<file path="config.mk">
export PLATFORM = sky130hd
export DESIGN_NAME = fetch_ctrl_flat
export DESIGN_NICKNAME = d
export VERILOG_FILES = /design/src/rtl/fetch_pkg.sv /design/src/rtl/fetch_ctrl_if.sv /design/src/rtl/fetch_ctrl_jump_lut.sv /design/src/rtl/fetch_ctrl.sv /design/src/flat_wrapper.sv
export SDC_FILE = /design/constraint.sdc
export NUM_CORES = 1
export LEC_CHECK = 0
export ABC_AREA = 1
export BUFFER_PORTS_ARGS = -buffer_cell sky130_fd_sc_hd__buf_2
export CAP_MARGIN = 20
export CELL_PAD_IN_SITES_DETAIL_PLACEMENT = 0
export CELL_PAD_IN_SITES_GLOBAL_PLACEMENT = 1
export CORE_AREA = 8 8 72 136
export DETAILED_ROUTE_END_ITERATION = 7
export DIE_AREA = 0 0 80 144
export HOLD_SLACK_MARGIN = 0.08
export PLACE_DENSITY_LB_ADDON = 0.1
export SETUP_SLACK_MARGIN = 0.1
export SYNTH_ARGS = -nofsm -noshare
export SYNTH_HDL_FRONTEND = slang
export SYNTH_SLANG_ARGS = --single-unit
</file>
<file path="constraint.sdc">
create_clock -name clk -period 1.45 [get_ports clk]
set_input_delay 0.29 -clock clk [delete_from_list [all_inputs] [get_ports clk]]
set_output_delay 0.29 -clock clk [all_outputs]
set_load 0.02 [all_outputs]
</file>
<file path="src/rtl/fetch_pkg.sv">
// Shared types and constants for the fetch sequencer: FSM states, opcode
// encodings and default widths.
package fetch_pkg;

  localparam int PCW_DEF  = 10;
  localparam int IW_DEF   = 9;
  localparam int CNTW_DEF = 16;
  localparam int LUT_N    = 32;

  typedef enum logic [1:0] {
    IDLE = 2'd0,
    RUN  = 2'd1,
    HALT = 2'd2
  } state_t;

  localparam logic [3:0] OP_JMP  = 4'b0000;
  localparam logic [3:0] OP_BEQ  = 4'b0001;
  localparam logic [3:0] OP_BNE  = 4'b0010;
  localparam logic [3:0] OP_BLT  = 4'b0011;
  localparam logic [3:0] OP_BGT  = 4'b0100;
  localparam logic [3:0] OP_HALT = 4'b1111;

endpackage

</file>
<file path="src/rtl/fetch_ctrl_if.sv">
// Bundle between the fetch sequencer and its surroundings (imem, decoder,
// compare flags, program handshake); slave is the sequencer side.
interface fetch_ctrl_if
  import fetch_pkg::*;
#(
  parameter int PCW  = PCW_DEF,
  parameter int IW   = IW_DEF,
  parameter int CNTW = CNTW_DEF
);

  logic            start;
  logic            stall;
  logic [IW-1:0]   instr;
  logic            uncond_jump;
  logic            jtype;
  logic            flag_eq;
  logic            flag_lt;
  logic            flag_gt;
  logic [PCW-1:0]  pc;
  logic            done;
  logic            running;
  logic [CNTW-1:0] cycle_cnt;

  modport master (
    output start, stall, instr, uncond_jump, jtype, flag_eq, flag_lt, flag_gt,
    input  pc, done, running, cycle_cnt
  );

  modport slave (
    input  start, stall, instr, uncond_jump, jtype, flag_eq, flag_lt, flag_gt,
    output pc, done, running, cycle_cnt
  );

endinterface

</file>
<file path="src/rtl/fetch_ctrl_jump_lut.sv">
// Absolute jump-target table, 32 entries indexed by instr[4:0]; purely
// combinational, regenerated by the assembler flow when the map changes.
module jump_lut
  import fetch_pkg::*;
#(
  parameter int PCW = PCW_DEF
) (
  input  logic [4:0]     idx,
  output logic [PCW-1:0] target
);

  logic [PCW-1:0] lut [LUT_N];

  for (genvar g = 0; g < LUT_N; g++) begin : g_lut
    assign lut[g] = PCW'(g * 10);
  end

  assign target = lut[idx];

endmodule

</file>
<file path="src/rtl/fetch_ctrl.sv">
// PC / fetch sequencer: IDLE-RUN-HALT FSM, next-PC select, cycle counter.
// Next PC lands one edge after instr is seen; stall freezes all RUN state.
module fetch_ctrl
  import fetch_pkg::*;
#(
  parameter int PCW  = PCW_DEF,
  parameter int IW   = IW_DEF,
  parameter int CNTW = CNTW_DEF
) (
  input  logic        clk,
  input  logic        reset,
  fetch_ctrl_if.slave bus
);

  state_t          state;
  logic [PCW-1:0]  pc_q;
  logic            done_q;
  logic            running_q;
  logic [CNTW-1:0] cnt_q;

  logic [3:0]      opcode;
  logic [PCW-1:0]  lut_target;
  logic [PCW-1:0]  next_pc;
  logic            cond;
  logic            taken;

  assign opcode = bus.instr[IW-1:IW-4];

  jump_lut #(.PCW(PCW)) u_jump_lut (
    .idx    (bus.instr[4:0]),
    .target (lut_target)
  );

  always_comb begin
    cond = 1'b0;
    case (opcode)
      OP_BEQ:  cond = bus.flag_eq;
      OP_BNE:  cond = !bus.flag_eq;
      OP_BLT:  cond = bus.flag_lt;
      OP_BGT:  cond = bus.flag_gt;
      default: cond = 1'b0;
    endcase
  end

  assign taken   = bus.uncond_jump | (bus.jtype & cond);
  assign next_pc = taken ? lut_target : pc_q + PCW'(1);

  always_ff @(posedge clk) begin
    if (reset) begin
      state     <= IDLE;
      pc_q      <= '0;
      done_q    <= 1'b0;
      running_q <= 1'b0;
      cnt_q     <= '0;
    end else begin
      case (state)
        IDLE, HALT: begin
          if (bus.start) begin
            state     <= RUN;
            pc_q      <= '0;
            cnt_q     <= '0;
            done_q    <= 1'b0;
            running_q <= 1'b1;
          end
        end
        RUN: begin
          if (!bus.stall) begin
            if (cnt_q != '1)
              cnt_q <= cnt_q + CNTW'(1);
            // HALT keeps pc on the halt instruction so it is visible while done
            if (opcode == OP_HALT) begin
              state     <= HALT;
              done_q    <= 1'b1;
              running_q <= 1'b0;
            end else begin
              pc_q <= next_pc;
            end
          end
        end
        default: begin
          state     <= IDLE;
          pc_q      <= '0;
          done_q    <= 1'b0;
          running_q <= 1'b0;
          cnt_q     <= '0;
        end
      endcase
    end
  end

  assign bus.pc        = pc_q;
  assign bus.done      = done_q;
  assign bus.running   = running_q;
  assign bus.cycle_cnt = cnt_q;

endmodule

</file>
<file path="src/flat_wrapper.sv">
// flat-port wrapper written by rule: the top's interface ports become plain ports
module fetch_ctrl_flat import fetch_pkg::*;
#(
  parameter int PCW  = PCW_DEF,
  parameter int IW   = IW_DEF,
  parameter int CNTW = CNTW_DEF
)
  (clk, reset, bus_start, bus_stall, bus_instr, bus_uncond_jump, bus_jtype, bus_flag_eq, bus_flag_lt, bus_flag_gt, bus_pc, bus_done, bus_running, bus_cycle_cnt);
  fetch_ctrl_if #(.PCW(PCW), .IW(IW), .CNTW(CNTW)) bus_i ();
  input  logic clk;
  input  logic reset;
  input wire logic [$bits(bus_i.start)-1:0] bus_start;
  input wire logic [$bits(bus_i.stall)-1:0] bus_stall;
  input wire logic [$bits(bus_i.instr)-1:0] bus_instr;
  input wire logic [$bits(bus_i.uncond_jump)-1:0] bus_uncond_jump;
  input wire logic [$bits(bus_i.jtype)-1:0] bus_jtype;
  input wire logic [$bits(bus_i.flag_eq)-1:0] bus_flag_eq;
  input wire logic [$bits(bus_i.flag_lt)-1:0] bus_flag_lt;
  input wire logic [$bits(bus_i.flag_gt)-1:0] bus_flag_gt;
  output wire logic [$bits(bus_i.pc)-1:0] bus_pc;
  output wire logic [$bits(bus_i.done)-1:0] bus_done;
  output wire logic [$bits(bus_i.running)-1:0] bus_running;
  output wire logic [$bits(bus_i.cycle_cnt)-1:0] bus_cycle_cnt;
  assign bus_i.start = bus_start;
  assign bus_i.stall = bus_stall;
  assign bus_i.instr = bus_instr;
  assign bus_i.uncond_jump = bus_uncond_jump;
  assign bus_i.jtype = bus_jtype;
  assign bus_i.flag_eq = bus_flag_eq;
  assign bus_i.flag_lt = bus_flag_lt;
  assign bus_i.flag_gt = bus_flag_gt;
  assign bus_pc = bus_i.pc;
  assign bus_done = bus_i.done;
  assign bus_running = bus_i.running;
  assign bus_cycle_cnt = bus_i.cycle_cnt;
  fetch_ctrl #(.PCW(PCW), .IW(IW), .CNTW(CNTW)) u_core (.clk(clk), .reset(reset), .bus(bus_i));
endmodule
</file>
==> impl_metrics.env, run 1 <==
export IMPL_final_nets=430
export IMPL_final_cell_mix="84 x nand2_1, 45 x buf_2, 42 x buf_4"
export IMPL_ff2ff_path_depth=10
export IMPL_n_fill_cell=932
export IMPL_avgSynthCellArea_sq_um=6.24
export IMPL_die_h_um=144
export IMPL_p_leak_uw=0.00140
export IMPL_first_pass_iters=4
export IMPL_crit_fanout=5
export IMPL_cts_hold_buffers=0
export IMPL_routed_wl_mm=6.56
export IMPL_syn_area_sq_mm=0.00194
export IMPL_worst_clock_skew_ns=0.00541
export IMPL_worstPathRequired_ns=1.66
export IMPL_drtIter0Drc=85
export IMPL_tns_ns=0
export IMPL_synth_area_top_cells="dfxtp_1 30%, nand2_1 18%, nor2_1 8.0%"
export IMPL_postRouteAntennaNets=0
export IMPL_max_slew_margin=0.808
export IMPL_layout_area_seq_sq_um=609
export IMPL_worst_r2r_startpoint="u_core.bus.cycle_cnt[0]"
export IMPL_hp_start="reset"
export IMPL_drive_above_1_share=0.414
export IMPL_powerDensity_mw_per_mm2=895
export IMPL_syn_instance_count=310
export IMPL_ys_ff_latch=29
export IMPL_antenna_cells=0
export IMPL_fmax_ghz=0.708
export IMPL_drv_cap=0
export IMPL_multi_input_area_sq_mm=0.00139
export IMPL_grt_pass1_vias=2299
export IMPL_status="completed"
export IMPL_cts_path_max_buffers=2
export IMPL_holdPathEnd="u_core.bus.pc[9]"
export IMPL_worstSetupPathType="register to register"
export IMPL_clock_latency_ns=0.28
export IMPL_grtUsageTotal=0.118
export IMPL_setup_worst_path_start_class="register"
export IMPL_rows=47
export IMPL_worstReg2RegEnd="u_core.bus.cycle_cnt[1]"
export IMPL_worstMarginPinSlew_ns=0.285
export IMPL_dp_hpwl_mm=5.04
export IMPL_hold_depth=2
export IMPL_layout_commonest_cell="nand2_1"
export IMPL_viasPerCell=4.46
export IMPL_ios=46
export IMPL_area_delta_synth_final_pct=55.3
export IMPL_htreeDepth=2
export IMPL_antenna_found_initial=0
export IMPL_synth_nets=333
export IMPL_initial_utilization=0.239
export IMPL_fin_crit_sh=0.974
export IMPL_grt_pass1_wl_mm=10.7
export IMPL_cts_num_sinks=29
export IMPL_grt_max_degree=11
export IMPL_grt_overflow=0
export IMPL_cts_buffers_inserted=5
export IMPL_final_hold_viol_count=0
export IMPL_vias=2257
export IMPL_grt_setup_unrepaired="true"
export IMPL_yosys_warnings=0
export IMPL_core_area_sq_mm=0.00812
export IMPL_rrSetupSlack_ns=0.04
export IMPL_fp_dieW_um=80
export IMPL_finalSetupViolations=0
export IMPL_portBuffers=45
export IMPL_drc=0
export IMPL_total_power_uw=2690
export IMPL_place_congestion=0.815
export IMPL_cts_tree="yes"
export IMPL_wl_per_cell_um=13.0
export IMPL_slew_viol_final=0
export IMPL_synth_top_area_cell="dfxtp_1"
export IMPL_end_kind="register"
export IMPL_synth_top_area_share=0.300
export IMPL_yosysSeqAreaShare=0.300
export IMPL_hp_class="input port to register"
export IMPL_cp_data_arrival_time_ns=1.62
export IMPL_cts_root_buf="clkbuf_16"
export IMPL_worst_ir_drop_vdd_mv=0.380
export IMPL_min_period_ns=1.41
export IMPL_ys_types=29
export IMPL_fp_dieArea_sq_mm=0.0115
export IMPL_clk_pin_slew_ns=0.05
==> state kept, by name, indices dropped and copies added, names as in the netlist <==
name                  cells
u_core.bus.cycle_cnt     16
u_core.bus.pc            10
u_core.state              2
u_core.bus.running        1
==> metal layers <==
metal / global-route usage / share of wire
met1: 0.140 / 0.46
met2: 0.190 / 0.48
met3: 0.0280 / 0.044
met4: 0.0608 / 0.021
met5: 0 / 0
==> metrics by stage <==
step                hold slack, ns   util  setup WS, ns  area (sq um)  instances
global route                 0.271  0.370       -0.0459          3010        506
global placement             0.445  0.324       -0.0470          2630        494
finish                       0.241  0.370        0.0371          3010        506
detailed placement           0.463  0.324       -0.0626          2630        494
CTS                          0.238  0.356        0.0467          2890        504
floorplan                    0.359      -       0.00519          1980        310
==> Yosys cell counts <==
cell and instances:
a21oi_1 17, a21oi_2 7, and3_1 1, buf_8 1, clkbuf_1 1, dfxtp_1 29, ha_1 5, inv_1 35
inv_2 4, nand2_1 95, nand2_2 2, nand2_4 1, nand3_1 21, nand3_2 1, nand3b_1 1, nand4_1 7
nor2_1 41, nor2_2 4, nor2_4 1, nor3_1 5, nor3_2 1, nor3b_1 1, o211ai_1 3, o21ai_0 13
o21ai_1 1, o21ai_2 1, or2_2 1, xnor2_1 2, xor2_1 8
==> worst max path at each step <==
stage	startpoint	to	slack [ns]	cells after the start
2_1_floorplan	u_core.bus.cycle_cnt[1]	u_core.bus.cycle_cnt[11]	0.005	11
3_3_place_gp	u_core.bus.cycle_cnt[1]	u_core.bus.cycle_cnt[1]	-0.05	10
3_5_place_dp	u_core.bus.cycle_cnt[1]	u_core.bus.cycle_cnt[1]	-0.06	10
4_1_cts	u_core.bus.cycle_cnt[0]	u_core.bus.cycle_cnt[1]	0.05	10
5_1_grt	u_core.bus.cycle_cnt[0]	u_core.bus.cycle_cnt[15]	-0.05	10
6_report	u_core.bus.cycle_cnt[0]	u_core.bus.cycle_cnt[1]	0.04	10
==> cell families after synthesis <==
kind of cell	count (synthesis)	share of synthesized area
xor gates and xnor gates	10	0.0453
AOI/OAI and AO/OA	42	0.128
adders and majority gates	5	0.0323
buffers and inverters	41	0.0853
DFF	29	0.300
and+or+nand+nor	183	0.409
==> where the power goes <==
part	total (uW)	internal [uW]	leakage [uW]	switching (uW)
clock	1020	630	0.0000706	388
sequential	894	846	0.000243	47.9
combinational	780	322	0.00108	457
==> worst max-delay path, stage by stage (launching register included) <==
cell,delay [ns]
dfxtp_4,0.35
ha_4,0.14
nand2_4,0.05
inv_2,0.06
nand2_4,0.05
nor2_4,0.14
nand3_4,0.13
nand2_8,0.13
buf_6,0.11
nor2_2,0.03
nor3_2,0.13
==> what timing repair did <==
item / 4_1_cts / 5_1_grt
pin swaps: 11 / 12
resized for setup: 28 / 31
endpoints found under the setup margin: 24 / 27
cloned: 1 / 0
buffers inserted: 1 / 2
==> layout make-up <==
type,instances,area share
multi-input combinational,241,0.461
sequential,29,0.203
timing repair buffer,91,0.195
inverter,39,0.0545
clock buffer,6,0.0429
tap,98,0.0408
clock inverter,2,0.00333
No activity file was read; power rests on OpenSTA's default activity.
==> run 2: changes to the inputs <==
- CELL_PAD_IN_SITES_DETAIL_PLACEMENT: 0 -> not set
- CELL_PAD_IN_SITES_GLOBAL_PLACEMENT: 1 -> not set
- PLACE_DENSITY_LB_ADDON: 0.1 -> not set
==> run 2 against run 1 <==
Final cell count fell by 0.79%. Critical path type unchanged. Power rose by 8.1%. Die area did not move. Sequential cell count did not move. Register-to-register slack barely moved. Clock power rose by 20%. Global-route usage fell by 1.7 points. First-iteration DRC count rose by 21%. Largest power group unchanged. Cell area rose by 2.2%. Count of clock-buffer cells in the layout rose by 1. Maximum frequency rose by 0.31%.
==> impl_metrics.env, run 2 (synthesis gave the netlist of run 1 again) <==
export IMPL_first_pass_iters=4
export IMPL_setup_worst_path_start_class="register"
export IMPL_largest_register_ffs=16
export IMPL_fin_crit_sh=0.971
export IMPL_end_kind="register"
export IMPL_stdcell_area_sq_mm=0.00307
export IMPL_portBuffers=45
export IMPL_total_power_uw=2910
export IMPL_min_period_ns=1.41
export IMPL_path_buf_inv=2
export IMPL_finalSetupViolations=0
export IMPL_cp_data_arrival_time_ns=1.61
export IMPL_top_layer_used="met4"
export IMPL_initial_utilization=0.239
export IMPL_fp_dieArea_sq_mm=0.0115
export IMPL_hp_class="input port to register"
export IMPL_rows=47
export IMPL_ios=46
export IMPL_routed_wl_met2_mm=2.78
export IMPL_drive_above_1_share=0.443
export IMPL_final_cells=502
export IMPL_critPathTopFamily="simple AND/OR/NAND/NOR gates"
export IMPL_grt_pass1_vias=2064
export IMPL_final_hold_viol_count=0
export IMPL_max_slew_margin=0.819
export IMPL_cts_buffers_inserted=5
export IMPL_area_delta_synth_final_pct=58.8
export IMPL_worstSetupPathType="register to register"
export IMPL_grtUsageTotal=0.101
export IMPL_die_h_um=144
export IMPL_core_area_sq_mm=0.00812
export IMPL_grt_pass1_wl_mm=9.39
export IMPL_worst_clock_skew_ns=0.00568
export IMPL_antenna_found_initial=0
export IMPL_clock_latency_ns=0.28
export IMPL_cts_num_sinks=29
export IMPL_route_met3_wl_um=319
export IMPL_crit_fanout=8
export IMPL_cp_slowest_cell="dfxtp_4"
export IMPL_fp_dieW_um=80
export IMPL_powerDensity_mw_per_mm2=947
export IMPL_status="completed"
export IMPL_vias=2257
export IMPL_fmax_ghz=0.710
export IMPL_drc=0
export IMPL_wl_per_cell_um=11.9
export IMPL_m1WireLength_mm=2.74
export IMPL_cp_cell_sequence="ha_4, nand2_4, inv_2, nand2_4, nor2_4, nand3_4, nand2_8, buf_12, nor2_2, nor3_2"
export IMPL_cts_root_buf="clkbuf_16"
export IMPL_worstPathRequired_ns=1.65
export IMPL_final_nets=426
export IMPL_place_congestion=0.820
export IMPL_place_area_sq_mm=0.00261
export IMPL_cts_tree="yes"
export IMPL_p_leak_uw=0.00140
export IMPL_antenna_cells=0
export IMPL_grt_setup_unrepaired="true"
export IMPL_dp_cells=490
export IMPL_worstMarginPinSlew_ns=0.270
export IMPL_htreeDepth=2
export IMPL_cp_common_cell="nand2_4"
export IMPL_clk_pin_slew_ns=0.05
export IMPL_final_cell_mix="80 x nand2_1, 45 x buf_2, 37 x buf_4"
export IMPL_layout_commonest_cell="nand2_1"
export IMPL_drv_cap=0
export IMPL_hold_worst_slack_ns=0.267
export IMPL_worst_ir_drop_vdd_mv=0.753
export IMPL_postRouteAntennaNets=0
export IMPL_viasPerCell=4.50
export IMPL_routed_wl_mm=5.95
export IMPL_grt_max_degree=11
export IMPL_drtIter0Drc=103
export IMPL_slew_viol_final=0
export IMPL_grt_overflow=0
export IMPL_cts_path_max_buffers=2
export IMPL_dp_hpwl_mm=4.53
export IMPL_cpPeakStageDelay_ns=0.35
[run 2: worst paths after layout]
kind	from	to	slack (ns)	depth (start not counted)
setup / recovery	u_core.bus.cycle_cnt[1]	u_core.bus.cycle_cnt[1]	0.04	10
setup reg to reg	u_core.bus.cycle_cnt[1]	u_core.bus.cycle_cnt[1]	0.04	10
hold reg to reg	u_core.bus.running	u_core.bus.running	0.47	2
hold / removal	reset	u_core.bus.pc[9]	0.27	2
[run 2: area by class of cell]
cell class / instances / area [sq um]
tap: 98 / 123
fill: 864 / 5040
sequential: 29 / 612
timing repair buffer: 88 / 579
clock buffer: 7 / 143
multi-input combinational: 240 / 1430
inverter: 39 / 161
clock inverter: 1 / 30.0
[run 2: per-stage QoR]
stage,setup TNS [ns],util,setup WS (ns)
CTS,0,0.354,0.0566
detailed placement,-0.0877,0.322,-0.0256
finish,0,0.379,0.0414
floorplan,0,-,0.00519
global route,-0.0696,0.379,-0.0197
global placement,-0.0878,0.322,-0.0243
[run 2: per-layer routing]
| layer | vias to the layer above | GRT usage |
|---|---|---|
| met5 | - | 0 |
| met4 | 0 | 0.0463 |
| met3 | 10 | 0.0274 |
| met2 | 51 | 0.156 |
| met1 | 1013 | 0.125 |
| li1 | 1183 | - |
[run 2: what timing repair did]
action	in CTS	in global routing
endpoints found under the setup margin	24	27
buffers inserted	1	3
resized for setup	19	58
hold buffers	0	0
pin swaps	7	14
[run 2: worst register-to-register path: stages (launching register included)]
cell and delay, ns:
dfxtp_4 0.35, ha_4 0.14, nand2_4 0.05, inv_2 0.06, nand2_4 0.05, nor2_4 0.12, nand3_4 0.11, nand2_8 0.12
buf_12 0.14, nor2_2 0.04, nor3_2 0.14
[run 2: power by group]
part / internal [uW] / leakage [uW] / switching [uW]
logic: 333 / 0.00107 / 456
registers: 850 / 0.000244 / 55.3
clock network: 856 / 0.0000841 / 359
total: 2040 / 0.00140 / 870
==> run 3: changes to the inputs <==
- clock period: 1.45 -> 1.7 ns (I/O delays scaled with it)
==> run 3 against run 2 <==
Global-route usage decreased by 0.26 points. Clock skew about the same. Final cell count decreased by 5.8%. Setup slack improved by 0.16 ns. Die area unchanged. Clock power decreased by 31%. Critical endpoint is now u_core.bus.cycle_cnt[6].
==> impl_metrics.env, run 3 (synthesis gave the netlist of run 1 again) <==
export IMPL_area_delta_synth_final_pct=33.3
export IMPL_drive_above_1_share=0.264
export IMPL_grtUsageTotal=0.0983
export IMPL_n_fill_cell=887
export IMPL_fp_dieW_um=80
export IMPL_cts_hold_buffers=0
export IMPL_min_period_ns=1.50
export IMPL_grt_max_degree=11
export IMPL_grt_setup_unrepaired="false"
export IMPL_worstPathRequired_ns=1.91
export IMPL_layout_commonest_cell="nand2_1"
export IMPL_hold_depth=2
export IMPL_setup_worst_path_start_class="register"
export IMPL_cts_root_buf="clkbuf_16"
export IMPL_final_hold_viol_count=0
export IMPL_m1WireLength_mm=2.68
export IMPL_postRouteAntennaNets=0
export IMPL_routed_wl_mm=5.55
export IMPL_worstSetupPathType="register to register"
export IMPL_ios=46
export IMPL_ff2ff_path_depth=10
export IMPL_worst_ir_drop_vdd_mv=0.375
export IMPL_multi_input_area_sq_mm=0.00125
export IMPL_largest_register_ffs=16
export IMPL_cts_buffers_inserted=5
export IMPL_routed_wl_met2_mm=2.50
export IMPL_wl_per_cell_um=11.7
export IMPL_cts_tree="yes"
export IMPL_htreeDepth=2
export IMPL_max_slew_margin=0.779
export IMPL_antenna_cells=0
export IMPL_worst_clock_skew_ns=0.00518
export IMPL_place_congestion=0.831
export IMPL_clk_pin_slew_ns=0.05
export IMPL_antenna_found_initial=0
export IMPL_powerDensity_mw_per_mm2=808
export IMPL_grt_overflow=0
export IMPL_end_kind="register"
export IMPL_first_pass_iters=4
export IMPL_slew_viol_final=0
export IMPL_viasPerCell=4.43
export IMPL_fin_crit_sh=0.880
export IMPL_initial_utilization=0.239
export IMPL_grt_pass1_vias=1928
export IMPL_grt_pass1_wl_mm=9.14
export IMPL_die_h_um=144
export IMPL_dp_slack_ns=0.0675
export IMPL_fp_dieArea_sq_mm=0.0115
export IMPL_drc=0
export IMPL_drv_cap=0
export IMPL_layout_area_seq_sq_um=589
export IMPL_worstMarginPinSlew_ns=0.330
export IMPL_clock_latency_ns=0.27
export IMPL_tns_ns=0
export IMPL_crit_fanout=7
export IMPL_final_nets=397
export IMPL_p_leak_uw=0.00116
export IMPL_final_cell_mix="93 x nand2_1, 45 x buf_2, 39 x nor2_1"
export IMPL_core_area_sq_mm=0.00812
export IMPL_route_met3_wl_um=282
export IMPL_status="completed"
export IMPL_portBuffers=45
export IMPL_vias=2097
export IMPL_top_layer_used="met4"
export IMPL_fmax_ghz=0.668
export IMPL_cts_num_sinks=29
export IMPL_cp_data_arrival_time_ns=1.71
export IMPL_rows=47
export IMPL_finalSetupViolations=0
export IMPL_cts_path_max_buffers=2
export IMPL_finalWorstSetupSlack_ns=0.203
export IMPL_dp_hpwl_mm=4.29
export IMPL_drtIter0Drc=170
export IMPL_hp_class="input port to register"
## run 3: metal layers
layer	vias to the layer above	global-route usage
met2	44	0.152
li1	1124	-
met4	0	0.0367
met5	-	0
met3	7	0.0274
met1	922	0.125
## run 3: what timing repair did
action                                  CTS  global route
cloned                                    1             0
endpoints found under the setup margin    5            23
buffers inserted                          1             0
resized for setup                         0            18
pin swaps                                 0             2
## run 3: metrics by stage
| stage | hold WS, ns | cell area [sq um] | util | instances | total power, uW |
|---|---|---|---|---|---|
| final | 0.338 | 2580 | 0.318 | 473 | 2090 |
| after global routing | 0.348 | 2580 | 0.318 | 473 | 2200 |
| after CTS | 0.318 | 2510 | 0.309 | 473 | 2080 |
| after detailed placement | 0.461 | 2360 | 0.290 | 463 | 1220 |
| after global placement | 0.461 | 2360 | 0.290 | 463 | 1210 |
| after floorplan | 0.409 | 1940 | - | 310 | 1080 |
## run 3: area by class of cell
| cell class | instances | share of cell area |
|---|---|---|
| timing repair buffer | 58 | 0.125 |
| clock inverter | 2 | 0.00388 |
| inverter | 39 | 0.0597 |
| sequential | 29 | 0.228 |
| tap | 98 | 0.0475 |
| clock buffer | 6 | 0.0500 |
| multi-input combinational | 241 | 0.485 |
## run 3: worst paths after layout
path | slack, ns | from | endpoint
worst max-delay path | 0.20 | u_core.bus.cycle_cnt[0] | u_core.bus.cycle_cnt[6]
worst min-delay path | 0.34 | reset | u_core.bus.pc[9]
worst max register to register | 0.20 | u_core.bus.cycle_cnt[0] | u_core.bus.cycle_cnt[6]
worst min register to register | 0.47 | u_core.bus.running | u_core.bus.running
## run 3: power by group
| part | leakage [uW] | internal (uW) | switching (uW) |
|---|---|---|---|
| combinational | 0.000856 | 156 | 320 |
| clock | 0.0000706 | 537 | 308 |
| sequential | 0.000236 | 722 | 43.4 |
| total | 0.00116 | 1410 | 671 |
## run 3: critical path, stage by stage (launching register included)
cell and delay [ns]:
dfxtp_4 0.38, ha_4 0.14, nand2_1 0.06, inv_1 0.08, nand2_2 0.08, nor2_4 0.14, nand3_4 0.12, nand2_4 0.16
buf_4 0.12, nand2_1 0.05, a21oi_2 0.12
